<file path="config.mk">
export PLATFORM = sky130hd
export DESIGN_NAME = cpu_io_host
export DESIGN_NICKNAME = d
export VERILOG_FILES = /design/src/rtl/cpu_io_host.sv
export SDC_FILE = /design/constraint.sdc
export NUM_CORES = 1
export LEC_CHECK = 0
export ABC_AREA = 1
export CAP_MARGIN = 10
export CORE_ASPECT_RATIO = 1.25
export CORE_MARGIN = 3
export CORE_UTILIZATION = 35
export CTS_BUF_LIST = sky130_fd_sc_hd__clkbuf_4
export CTS_CLUSTER_SIZE = 10
export DETAILED_ROUTE_END_ITERATION = 7
export DONT_BUFFER_PORTS = 1
export GPL_TIMING_DRIVEN = 0
export PLACE_DENSITY_LB_ADDON = 0.05
export SLEW_MARGIN = 20
export SYNTH_ARGS = -nofsm -noshare
export SYNTH_HDL_FRONTEND = slang
export SYNTH_SLANG_ARGS = --single-unit
</file>
<file path="constraint.sdc">
create_clock -name clk -period 2.7 [get_ports clk]
set_input_delay 0.54 -clock clk [delete_from_list [all_inputs] [get_ports clk]]
set_output_delay 0.54 -clock clk [all_outputs]
set_load 0.05 [all_outputs]
</file>
<file path="src/rtl/cpu_io_host.sv">
// Host-side endpoint for the CPU I/O ports. Two first-word-fall-through FIFOs:
// host->CPU (input path) and CPU->host (output path, with sticky drop flag).
module cpu_io_host #(
    parameter int DATA_W    = 16,
    parameter int IN_DEPTH  = 4,
    parameter int OUT_DEPTH = 4
) (
    input  logic                         clk,
    input  logic                         rst,
    input  logic [DATA_W-1:0]            host_tx_data,
    input  logic                         host_tx_valid,
    output logic                         host_tx_ready,
    output logic [DATA_W-1:0]            host_rx_data,
    output logic                         host_rx_valid,
    input  logic                         host_rx_ready,
    output logic [DATA_W-1:0]            cpu_in_port,
    output logic                         cpu_input_valid,
    input  logic                         cpu_input_ready,
    input  logic [DATA_W-1:0]            cpu_out_port,
    input  logic                         cpu_output_valid,
    output logic [$clog2(IN_DEPTH):0]    in_level,
    output logic [$clog2(OUT_DEPTH):0]   out_level,
    output logic                         overflow,
    input  logic                         overflow_clr
);
    localparam int IAW = $clog2(IN_DEPTH);
    localparam int OAW = $clog2(OUT_DEPTH);

    logic [DATA_W-1:0] in_mem  [IN_DEPTH];
    logic [DATA_W-1:0] out_mem [OUT_DEPTH];

    logic [IAW:0] in_wr_q, in_wr_d, in_rd_q, in_rd_d;
    logic [OAW:0] out_wr_q, out_wr_d, out_rd_q, out_rd_d;
    logic         overflow_q, overflow_d;

    logic in_full, in_empty, in_push, in_pop;
    logic out_full, out_empty, out_push, out_pop, out_drop;

    // Pointers carry one extra wrap bit so full and empty are distinguishable.
    assign in_full   = (in_wr_q[IAW-1:0] == in_rd_q[IAW-1:0]) && (in_wr_q[IAW] != in_rd_q[IAW]);
    assign in_empty  = (in_wr_q == in_rd_q);
    assign out_full  = (out_wr_q[OAW-1:0] == out_rd_q[OAW-1:0]) && (out_wr_q[OAW] != out_rd_q[OAW]);
    assign out_empty = (out_wr_q == out_rd_q);

    assign host_tx_ready   = !in_full;
    assign cpu_input_valid = !in_empty;
    assign host_rx_valid   = !out_empty;

    assign in_push  = host_tx_valid && !in_full;
    assign in_pop   = !in_empty && cpu_input_ready;
    assign out_pop  = !out_empty && host_rx_ready;
    // A full output FIFO still accepts a word when the host frees the head slot this cycle.
    assign out_push = cpu_output_valid && (!out_full || out_pop);
    assign out_drop = cpu_output_valid && out_full && !out_pop;

    always_comb begin
        in_wr_d    = in_push  ? in_wr_q  + 1'b1 : in_wr_q;
        in_rd_d    = in_pop   ? in_rd_q  + 1'b1 : in_rd_q;
        out_wr_d   = out_push ? out_wr_q + 1'b1 : out_wr_q;
        out_rd_d   = out_pop  ? out_rd_q + 1'b1 : out_rd_q;
        overflow_d = overflow_q;
        if (out_drop) begin
            overflow_d = 1'b1;
        end else if (overflow_clr) begin
            overflow_d = 1'b0;
        end
    end

    always_ff @(posedge clk) begin
        if (rst) begin
            in_wr_q    <= '0;
            in_rd_q    <= '0;
            out_wr_q   <= '0;
            out_rd_q   <= '0;
            overflow_q <= 1'b0;
        end else begin
            in_wr_q    <= in_wr_d;
            in_rd_q    <= in_rd_d;
            out_wr_q   <= out_wr_d;
            out_rd_q   <= out_rd_d;
            overflow_q <= overflow_d;
        end
    end

    // Storage is never reset; only the pointers define which entries are live.
    always_ff @(posedge clk) begin
        if (!rst && in_push) begin
            in_mem[in_wr_q[IAW-1:0]] <= host_tx_data;
        end
        if (!rst && out_push) begin
            out_mem[out_wr_q[OAW-1:0]] <= cpu_out_port;
        end
    end

    assign cpu_in_port  = in_mem[in_rd_q[IAW-1:0]];
    assign host_rx_data = out_mem[out_rd_q[OAW-1:0]];
    assign in_level     = in_wr_q - in_rd_q;
    assign out_level    = out_wr_q - out_rd_q;
    assign overflow     = overflow_q;

endmodule
</file>
==> results of run 1 <==
==> Yosys cell counts, drive strengths merged <==
cell type	number	area, um^2
nor3b	4	50.1
edfxtp	128	3840
nand3	16	90.1
o21ai	64	320
xor2	6	52.6
o22ai	32	200
inv	26	97.6
buf	5	25.0
ha	14	175
dfxtp	17	340
fa	2	40.0
nor2	73	274
clkbuf	13	51.3
a21oi	13	72.6
nand2	27	129
==> logic make-up (layout without fill, tap and decap cells) <==
family                     count (synthesis)  after routing  synth area share
xor gates and xnor gates                   6              6           0.00912
and+or+nand+nor                          120            120            0.0942
other                                      0              2                 0
DFF                                      145            145             0.726
adders and majority gates                 16             16            0.0374
buffers and inverters                     44            102            0.0302
AOI/OAI and AO/OA                        109            109             0.103
==> per-stage QoR <==
step | setup slack [ns] | hold slack, ns
2_1_floorplan | 0.367 | 0.473
3_3_place_gp | -0.317 | 0.500
4_1_cts | 0.0000129 | 0.0152
6_report | 0.159 | 0.0844
5_1_grt | -0.0113 | 0.000941
3_5_place_dp | 0.0746 | 0.503
==> registers in the layout, summed over array words and instances, names as in the netlist, named ones only <==
name      flops
in_mem       64
out_mem      64
in_rd_q       3
in_wr_q       3
out_rd_q      3
out_wr_q      3
overflow      1
==> power breakdown <==
part	switching [mW]	internal [mW]
Clock	0.771	0.757
Sequential	0.0348	2.50
Combinational	0.882	0.265
==> worst reg2reg max path, stage by stage (launching register included) <==
cell and delay (ns):
dfxtp_2 0.37, inv_1 0.09, ha_1 0.32, nand2_1 0.06, inv_1 0.08, nand2_4 0.20, nand2_4 0.15, nor3b_4 0.57
buf_8 0.23
==> worst max-delay path by stage <==
stage                        to  cells after the start
2_1_floorplan       in_level[2]                      4
3_3_place_gp       in_mem[3][3]                      7
3_5_place_dp    host_rx_data[9]                      4
4_1_cts        host_rx_data[11]                      3
5_1_grt        host_rx_data[11]                      3
6_report       host_rx_data[11]                      3
==> metal layers <==
| metal | vias to the layer above | track usage | routed length (um) |
|---|---|---|---|
| li1 | 1687 | - | - |
| met1 | 1748 | 0.163 | 5150 |
| met2 | 98 | 0.273 | 7100 |
| met3 | 17 | 0.0665 | 812 |
| met4 | 0 | 0.0544 | 219 |
| met5 | - | 0 | 0 |
==> layout make-up <==
cell class | count | area (um^2)
Fill cell | 1461 | 8740
Timing Repair Buffer | 26 | 287
Multi-Input combinational cell | 251 | 1890
Sequential cell | 145 | 4190
Buffer | 18 | 88.8
Tap cell | 212 | 265
Clock buffer | 19 | 143
Inverter | 26 | 97.6
Clock inverter | 13 | 185
Antenna cell | 2 | 5.00
==> what timing repair did <==
item / 4_1_cts / 5_1_grt
hold endpoints to repair: 0 / 58
setup endpoints to repair: 34 / 31
pin swaps: 2 / 1
buffers inserted: 0 / 1
hold buffers: 0 / 17
gates resized for setup: 64 / 16
==> summary.txt, run 1 <==
YS warnings: 0
Core Box Area: 0.0159 mm^2
Leakage Power: 2.41 nW
Mapped Area: 0.00576 mm^2
Area growth syn-to-layout: 24.1%
Final core occ: 0.450
Pwr dens: 729 mW/mm^2
CTS tree: done
Max clock buf depth: 2
First-pass GRT wire length: 20.5 mm
Worst Path Max Fanout: 10
CP max-delay cell: dfxtp_1
Worst rel slew slack: 0.566
Status: completed
CTS clock-pin slew for the worst setup and hold paths: 0.12 ns
Placed cell area: 0.00617 mm^2
Rows: 51
Routed vias/inst: 4.99
CP cell instances: clkbuf_2, o21ai_0, o22ai_4
Post-synthesis sequential area ratio: 0.726
HP Class: input port to register
Detailed placer's ending HPWL: 8.71 mm
Seq cells post-synth: 145
IR Drop Worst-Case VDD: 0.297 mV
CP arrival: 2.00 ns
Clk_skew: 0.0164 ns
Slew Viols, Final: 0
Iter 0 DRT Violations: 231
Placer Congestion: 0.720
MaxCap Viol Count: 0
Post-Synthesis Cells: 440
DRC viols: 0
Worst-Margin Slew: 0.653 ns
Critical Path End Type: output port
Distinct cells, synth: 22
Setup TNS Final: 0 ns
Final period util: 0.941
Vias in the first global route: 3639
Final setup vio count: 0
Crit path launch type: register
Placed cell count: 660
Most frequent cells in the layout: edfxtp_1, nor2_1, o21ai_0, o22ai_4, inv_1
Total global routing overflow: 0
Total Power: 5.21 mW
Vias: 3550
Worst min-delay path endpoint: in_mem[0][6]
Hold Path Stages: 0
Worst r2r src: in_wr_q[0]
Reg2reg end: in_mem[0][10]
Initial core utilization: 0.363
Critical path type: register to output port
IO Port Bufs: 0
Final ANT Viol Nets: 0
Worst min-delay path startpoint: host_tx_data[6]
Clk Latency, worst-skew pair: 0.55 ns
Crit path buf inv count: 1
Endpoints failing hold: 0
Post-route cell area: 0.00715 mm^2
Slowest stage delay, CP: 0.53 ns
Reg2Reg Depth: 8
Root Driver: clkbuf_4
Mapped Nets: 495
Worst path required time: 2.16 ns
Die Span Y: 149 um
Layout cells sized above 1: 0.239
CP top delay family: compound AO/OA/AOI/OAI gates
Final min period: 2.54 ns
Die area: 0.0180 mm^2
IO Count: 81
Syn Area/Cell: 13.1 um^2
H-tree depth: 4
Largest net degree at the start of global routing: 17
Routed len/inst: 18.7 um
Pre-antenna DRT Iters: 4
Final #Nets: 540
Non-filler instance count after layout: 712
Most common cell after layout, fill and taps aside: edfxtp_1
Fmax: 393 MHz
Gr usage total: 0.154
Initial antenna violation count: 1
CTS Buf Count: 17
WL final: 13.3 mm
Width of the die: 121 um
FF-to-FF setup slack: 0.35 ns
Clock tree sinks: 145
No activity file was read; power rests on OpenSTA's default activity.
==> run 2, diff against run 1 <==
ABC_CLOCK_PERIOD_IN_PS = 2740   (was unset)
clock period = 2.74 ns   (was 2.7 ns; I/O delays follow)
==> run 2 against run 1 <==
- sequential power decreased by 2%
- flip-flop and latch count unchanged
- power shrank 2.1%
- die area is the same
- clock power is essentially flat
- non-clock buffer count down 17
- setup slack improved by 0.030 ns
- sequential share of layout area up 1.5 points
- wire length decreased by 0.39%
==> summary.txt, run 2 (same netlist as run 1, synthesis figures left out) <==
Worst Path Max Fanout: 4 (-6)
Width of the die: 121 um (unchanged)
CP arrival: 2.00 ns (about the same)
Total global routing overflow: 0 (unchanged)
Post-Place Setup Slack: 0.107 ns (+0.0320 ns)
Leakage Power: 2.34 nW (-3.0%)
IR Drop Worst-Case VDD: 0.285 mV (-4.1%)
Gr usage total: 0.152 (-0.00162)
Crit path launch type: register
Final setup vio count: 0 (unchanged)
Non-filler instance count after layout: 695 (-2.4%)
Rows: 51 (unchanged)
Worst r2r src: in_wr_q[0]
CTS Buf Count: 17 (unchanged)
Most frequent cells in the layout: edfxtp_1, nor2_1, o21ai_0, o22ai_4, inv_1
IO Port Bufs: 0 (unchanged)
Post-route cell area: 0.00697 mm^2 (-2.6%)
Pre-antenna DRT Iters: 6 (+2)
Die Span Y: 149 um (unchanged)
Critical path type: register to output port
Die area: 0.0180 mm^2 (unchanged)
Setup TNS Final: 0 ns (unchanged)
RSZ-0062 raised after global routing: no
Pwr dens: 733 mW/mm^2 (+0.49%)
MaxCap Viol Count: 0 (unchanged)
CP top delay family: adder cells
Critical Path End Type: output port
Placed cell count: 660 (unchanged)
Most common cell after layout, fill and taps aside: edfxtp_1
Initial antenna violation count: 1 (unchanged)
Endpoints failing hold: 0 (unchanged)
Clk Latency, worst-skew pair: 0.54 ns (about the same)
Routed len/inst: 19.0 um (+2.0%)
Fmax: 392 MHz
Met2 wire length: 7.08 mm (-0.21%)
Worst-Margin Slew: 0.650 ns (-0.00289 ns)
CTS tree: done
Iter 0 DRT Violations: 233 (+0.87%)
Crit path buf inv count: 1 (unchanged)
Worst min-delay path startpoint: cpu_out_port[8]
HP Class: input port to register
WL final: 13.2 mm (-0.39%)
DRC viols: 0 (unchanged)
IO Count: 81 (unchanged)
Beginning of the critical path: in_wr_q[0]
Slew Viols, Final: 0 (unchanged)
Status: completed
Placed cell area: 0.00617 mm^2 (unchanged)
CP cell instances: inv_1, ha_1, fa_2, xor2_4
Largest net degree at the start of global routing: 17 (unchanged)
Placer Congestion: 0.720 (unchanged)
Max clock buf depth: 2 (unchanged)
Max layer used: met4
Final hold slack: 0.0872 ns (+0.00282 ns)
Final ANT Viol Nets: 0 (unchanged)
Routed vias/inst: 5.02 (+0.74%)
CTS clock-pin slew for the worst setup and hold paths: 0.13 ns (about the same)
Root Driver: clkbuf_4
Final period util: 0.931
Detailed placer's ending HPWL: 8.71 mm (unchanged)
CP max-delay cell: fa_2
M1 WL: 5.04 mm (-2.2%)
Wire length on met3: 873 um (+7.5%)
Vias: 3491 (-1.7%)
Clk_skew: 0.0166 ns (+0.000222 ns)
Worst path required time: 2.19 ns (+0.03 ns)
Worst rel slew slack: 0.568 (+0.00192)
Final min period: 2.55 ns
Final #Nets: 523 (-3.1%)
Layout cells sized above 1: 0.245 (+0.00637)
Vias in the first global route: 3609 (-0.82%)
Slowest stage delay, CP: 0.39 ns (-0.14 ns)
Initial core utilization: 0.363 (unchanged)
Area growth syn-to-layout: 20.9%
H-tree depth: 4 (unchanged)
Clock tree sinks: 145 (unchanged)
Core Box Area: 0.0159 mm^2 (unchanged)
# Post-CTS Setup Buffers: 0 (unchanged)
First-pass GRT wire length: 20.2 mm (-1.1%)
Worst Slack Setup Final: 0.188 ns (+0.0297 ns)
[run 2: routing by layer]
metal	track usage	up-vias
met5	0	-
met4	0.0544	0
met3	0.0665	20
met2	0.273	97
met1	0.158	1723
li1	-	1651
[run 2: worst reg2reg max path: stages (launching register included)]
cell and delay [ns]:
dfxtp_2 0.37, inv_1 0.09, ha_1 0.32, nand2_1 0.06, inv_1 0.08, nand2_4 0.20, nand2_4 0.15, nor3b_4 0.56
buf_8 0.23
[run 2: final cells by class]
type                    count  area [um^2]
diodes                      2         5.00
plain buffers              18         88.8
clock buffers              19          143
clock inverters            13          185
fillers                  1467         8920
inverters                  26         97.6
multi-input cells         251         1880
flip-flops and latches    145         4190
well taps                 212          265
repair buffers              9          119
[run 2: repair_timing]
action	CTS	global route
pin swaps	2	2
endpoints found under the setup margin	34	31
hold buffers	0	1
hold endpoints to repair	0	2
gates resized for setup	50	28
gates cloned	0	0
[run 2: power by group]
part	internal, mW	leakage (nW)	switching (mW)
registers	2.47	1.30	0.0343
logic	0.242	0.873	0.857
clock network	0.746	0.163	0.759
total	3.45	2.34	1.65
[run 2: metrics by stage]
| step | power [mW] | utilization |
|---|---|---|
| after floorplan | 3.29 | - |
| after global placement | 3.45 | 0.379 |
| after detailed placement | 3.47 | 0.388 |
| after CTS | 5.08 | 0.427 |
| after global routing | 5.32 | 0.439 |
| final | 5.10 | 0.439 |
[run 2: worst paths after layout]
| check | to | slack [ns] | cells past startpoint |
|---|---|---|---|
| setup / recovery | in_level[2] | 0.19 | 4 |
| hold / removal | out_mem[2][8] | 0.09 | 0 |
| setup reg to reg | in_mem[0][10] | 0.39 | 8 |
| hold reg to reg | out_wr_q[0] | 0.50 | 2 |
==> run 3, diff against run 2 <==
--- a/config.mk
+++ b/config.mk
@@ -18,4 +18,5 @@
 export GPL_TIMING_DRIVEN = 0
 export PLACE_DENSITY_LB_ADDON = 0.05
+export SKIP_CTS_REPAIR_TIMING = 1
 export SLEW_MARGIN = 20
 export SYNTH_ARGS = -nofsm -noshare
==> constraint.sdc (replaced) <==
create_clock -name clk -period 2.74 [get_ports clk]
set_input_delay 0.411 -clock clk [delete_from_list [all_inputs] [get_ports clk]]
set_output_delay 0.411 -clock clk [all_outputs]
set_load 0.05 [all_outputs]
==> run 3 against run 2 <==
- final area is 3.5% higher
- first-iteration DRC count grew 12%
- register-to-register slack lost 0.03 ns
- critical path depth decreased by 1
- power is essentially flat
- highest routed layer unchanged
==> summary.txt, run 3 (same netlist as run 1, synthesis figures left out) <==
First-pass GRT wire length: 19.6 mm (-3.2%)
Global Route met1 Usage: 0.155 (-0.00236)
WL final: 13.3 mm (+0.20%)
M3 GR Usage: 0.0650 (-0.00151)
Initial core utilization: 0.363 (unchanged)
Initial antenna violation count: 1 (unchanged)
CTS Buf Count: 17 (unchanged)
Die area: 0.0180 mm^2 (unchanged)
Setup TNS Final: 0 ns (unchanged)
Placer Congestion: 0.720 (unchanged)
Crit path launch type: register
Clk Latency, worst-skew pair: 0.55 ns (about the same)
CP top delay family: compound AO/OA/AOI/OAI gates
Most common cell after layout, fill and taps aside: edfxtp_1
Total Power: 5.10 mW (about the same)
Final period util: 0.930 (-0.00151)
IR Drop Worst-Case VDD: 0.291 mV (+2.1%)
Post-route cell area: 0.00721 mm^2 (+3.5%)
Post-Place Setup Slack: 0.244 ns (+0.137 ns)
Detailed placer's ending HPWL: 8.71 mm (unchanged)
RSZ-0062 raised after global routing: no
Slowest stage delay, CP: 0.54 ns (+0.15 ns)
Final #Nets: 559 (+6.9%)
Vias in the first global route: 3440 (-4.7%)
Routed len/inst: 18.1 um (-4.7%)
Final core occ: 0.454 (+0.0153)
Total global routing overflow: 0 (unchanged)
Critical path type: register to output port
Pre-antenna DRT Iters: 4 (-2)
Worst Path Max Fanout: 10 (+6)
Worst Slack Setup Final: 0.193 ns (+0.00413 ns)
IO Port Bufs: 0 (unchanged)
Max clock buf depth: 2 (unchanged)
MaxCap Viol Count: 0 (unchanged)
Pwr dens: 707 mW/mm^2 (-3.4%)
Clock tree sinks: 145 (unchanged)
Status: completed
Final min period: 2.55 ns (-0.00413 ns)
Clk_skew: 0.0187 ns (+0.00204 ns)
Non-filler instance count after layout: 731 (+5.2%)
IO Count: 81 (unchanged)
CP max-delay cell: o22ai_2
Worst path required time: 2.33 ns (+0.14 ns)
Final hold slack: 0.0645 ns (-0.0227 ns)
Root Driver: clkbuf_4
Endpoints failing hold: 0 (unchanged)
CP arrival: 2.14 ns (+0.14 ns)
Width of the die: 121 um (unchanged)
Most frequent cells in the layout: edfxtp_1, nor2_1, o21ai_0, dlygate4sd3_1, inv_1
Worst rel slew slack: 0.565 (-0.00253)
Leakage Power: 2.48 nW (+5.9%)
Slew Viols, Final: 0 (unchanged)
Fmax: 393 MHz (+0.16%)
HP Class: input port to register
Die Span Y: 149 um (unchanged)
Met2 usage: 0.261 (-0.0117)
Largest net degree at the start of global routing: 17 (unchanged)
CTS tree: done
Vias: 3611 (+3.4%)
Iter 0 DRT Violations: 261 (+12%)
Rows: 51 (unchanged)
Area growth syn-to-layout: 25.1%
CTS clock-pin slew for the worst setup and hold paths: 0.11 ns (-0.02 ns)
DRC viols: 0 (unchanged)
Routed vias/inst: 4.94 (-1.7%)
Gr usage total: 0.148 (-0.00433)
H-tree depth: 4 (unchanged)
Crit path buf inv count: 1 (unchanged)
Final setup vio count: 0 (unchanged)
Placed cell area: 0.00617 mm^2 (unchanged)
Critical Path End Type: output port
Placed cell count: 660 (unchanged)
CP cell instances: clkbuf_1, nor2_1, o22ai_2
Worst-Margin Slew: 0.653 ns (+0.00380 ns)
Layout cells sized above 1: 0.213 (-0.0326)
Final ANT Viol Nets: 0 (unchanged)
Core Box Area: 0.0159 mm^2 (unchanged)
Busiest metal layer after global routing: met2
==> run 3: cell types whose count changed in the layout (fill, tap and decap cells not counted) <==
cell	change
dlygate4sd3_1	+36
fa_2	-2
fa_1	+2
o22ai_4	-14
clkbuf_2	-3
o22ai_2	+14
dfxtp_2	-3
dfxtp_1	+3
clkbuf_1	+3
==> run 3: metal layers <==
| metal | vias up | wire length [um] |
|---|---|---|
| met3 | 18 | 717 |
| met1 | 1772 | 5270 |
| met5 | - | 0 |
| met4 | 0 | 224 |
| met2 | 95 | 7040 |
| li1 | 1726 | - |
==> run 3: layout make-up <==
type                    instances  area (um^2)
well taps                     212          265
repair buffers                 45          479
multi-input cells             251         1770
clock inverters                13          185
diodes                          2         5.00
flip-flops and latches        145         4180
plain buffers                  18         85.1
clock buffers                  19          143
fillers                      1468         8680
inverters                      26         97.6
==> run 3: report_power, final <==
group	switching (mW)	internal [mW]	total, mW
registers	0.0342	2.46	2.50
clock network	0.758	0.746	1.50
logic	0.851	0.247	1.10
==> run 3: worst register-to-register path, delay by kind of cell, from the launching register on <==
kind,cells,cell delay (ns)
fa+ha+maj,1,0.32
buf+inv,3,0.42
flops,1,0.40
simple gates,4,0.97
==> run 3: worst paths after layout <==
| check | cells past startpoint | start | end | slack (ns) |
|---|---|---|---|---|
| setup / recovery | 3 | register | host_rx_data[11] | 0.19 |
| hold / removal | 2 | host_rx_ready | out_rd_q[1] | 0.06 |
| setup reg to reg | 8 | in_wr_q[0] | in_mem[0][14] | 0.36 |
| hold reg to reg | 2 | out_wr_q[2] | out_wr_q[2] | 0.52 |
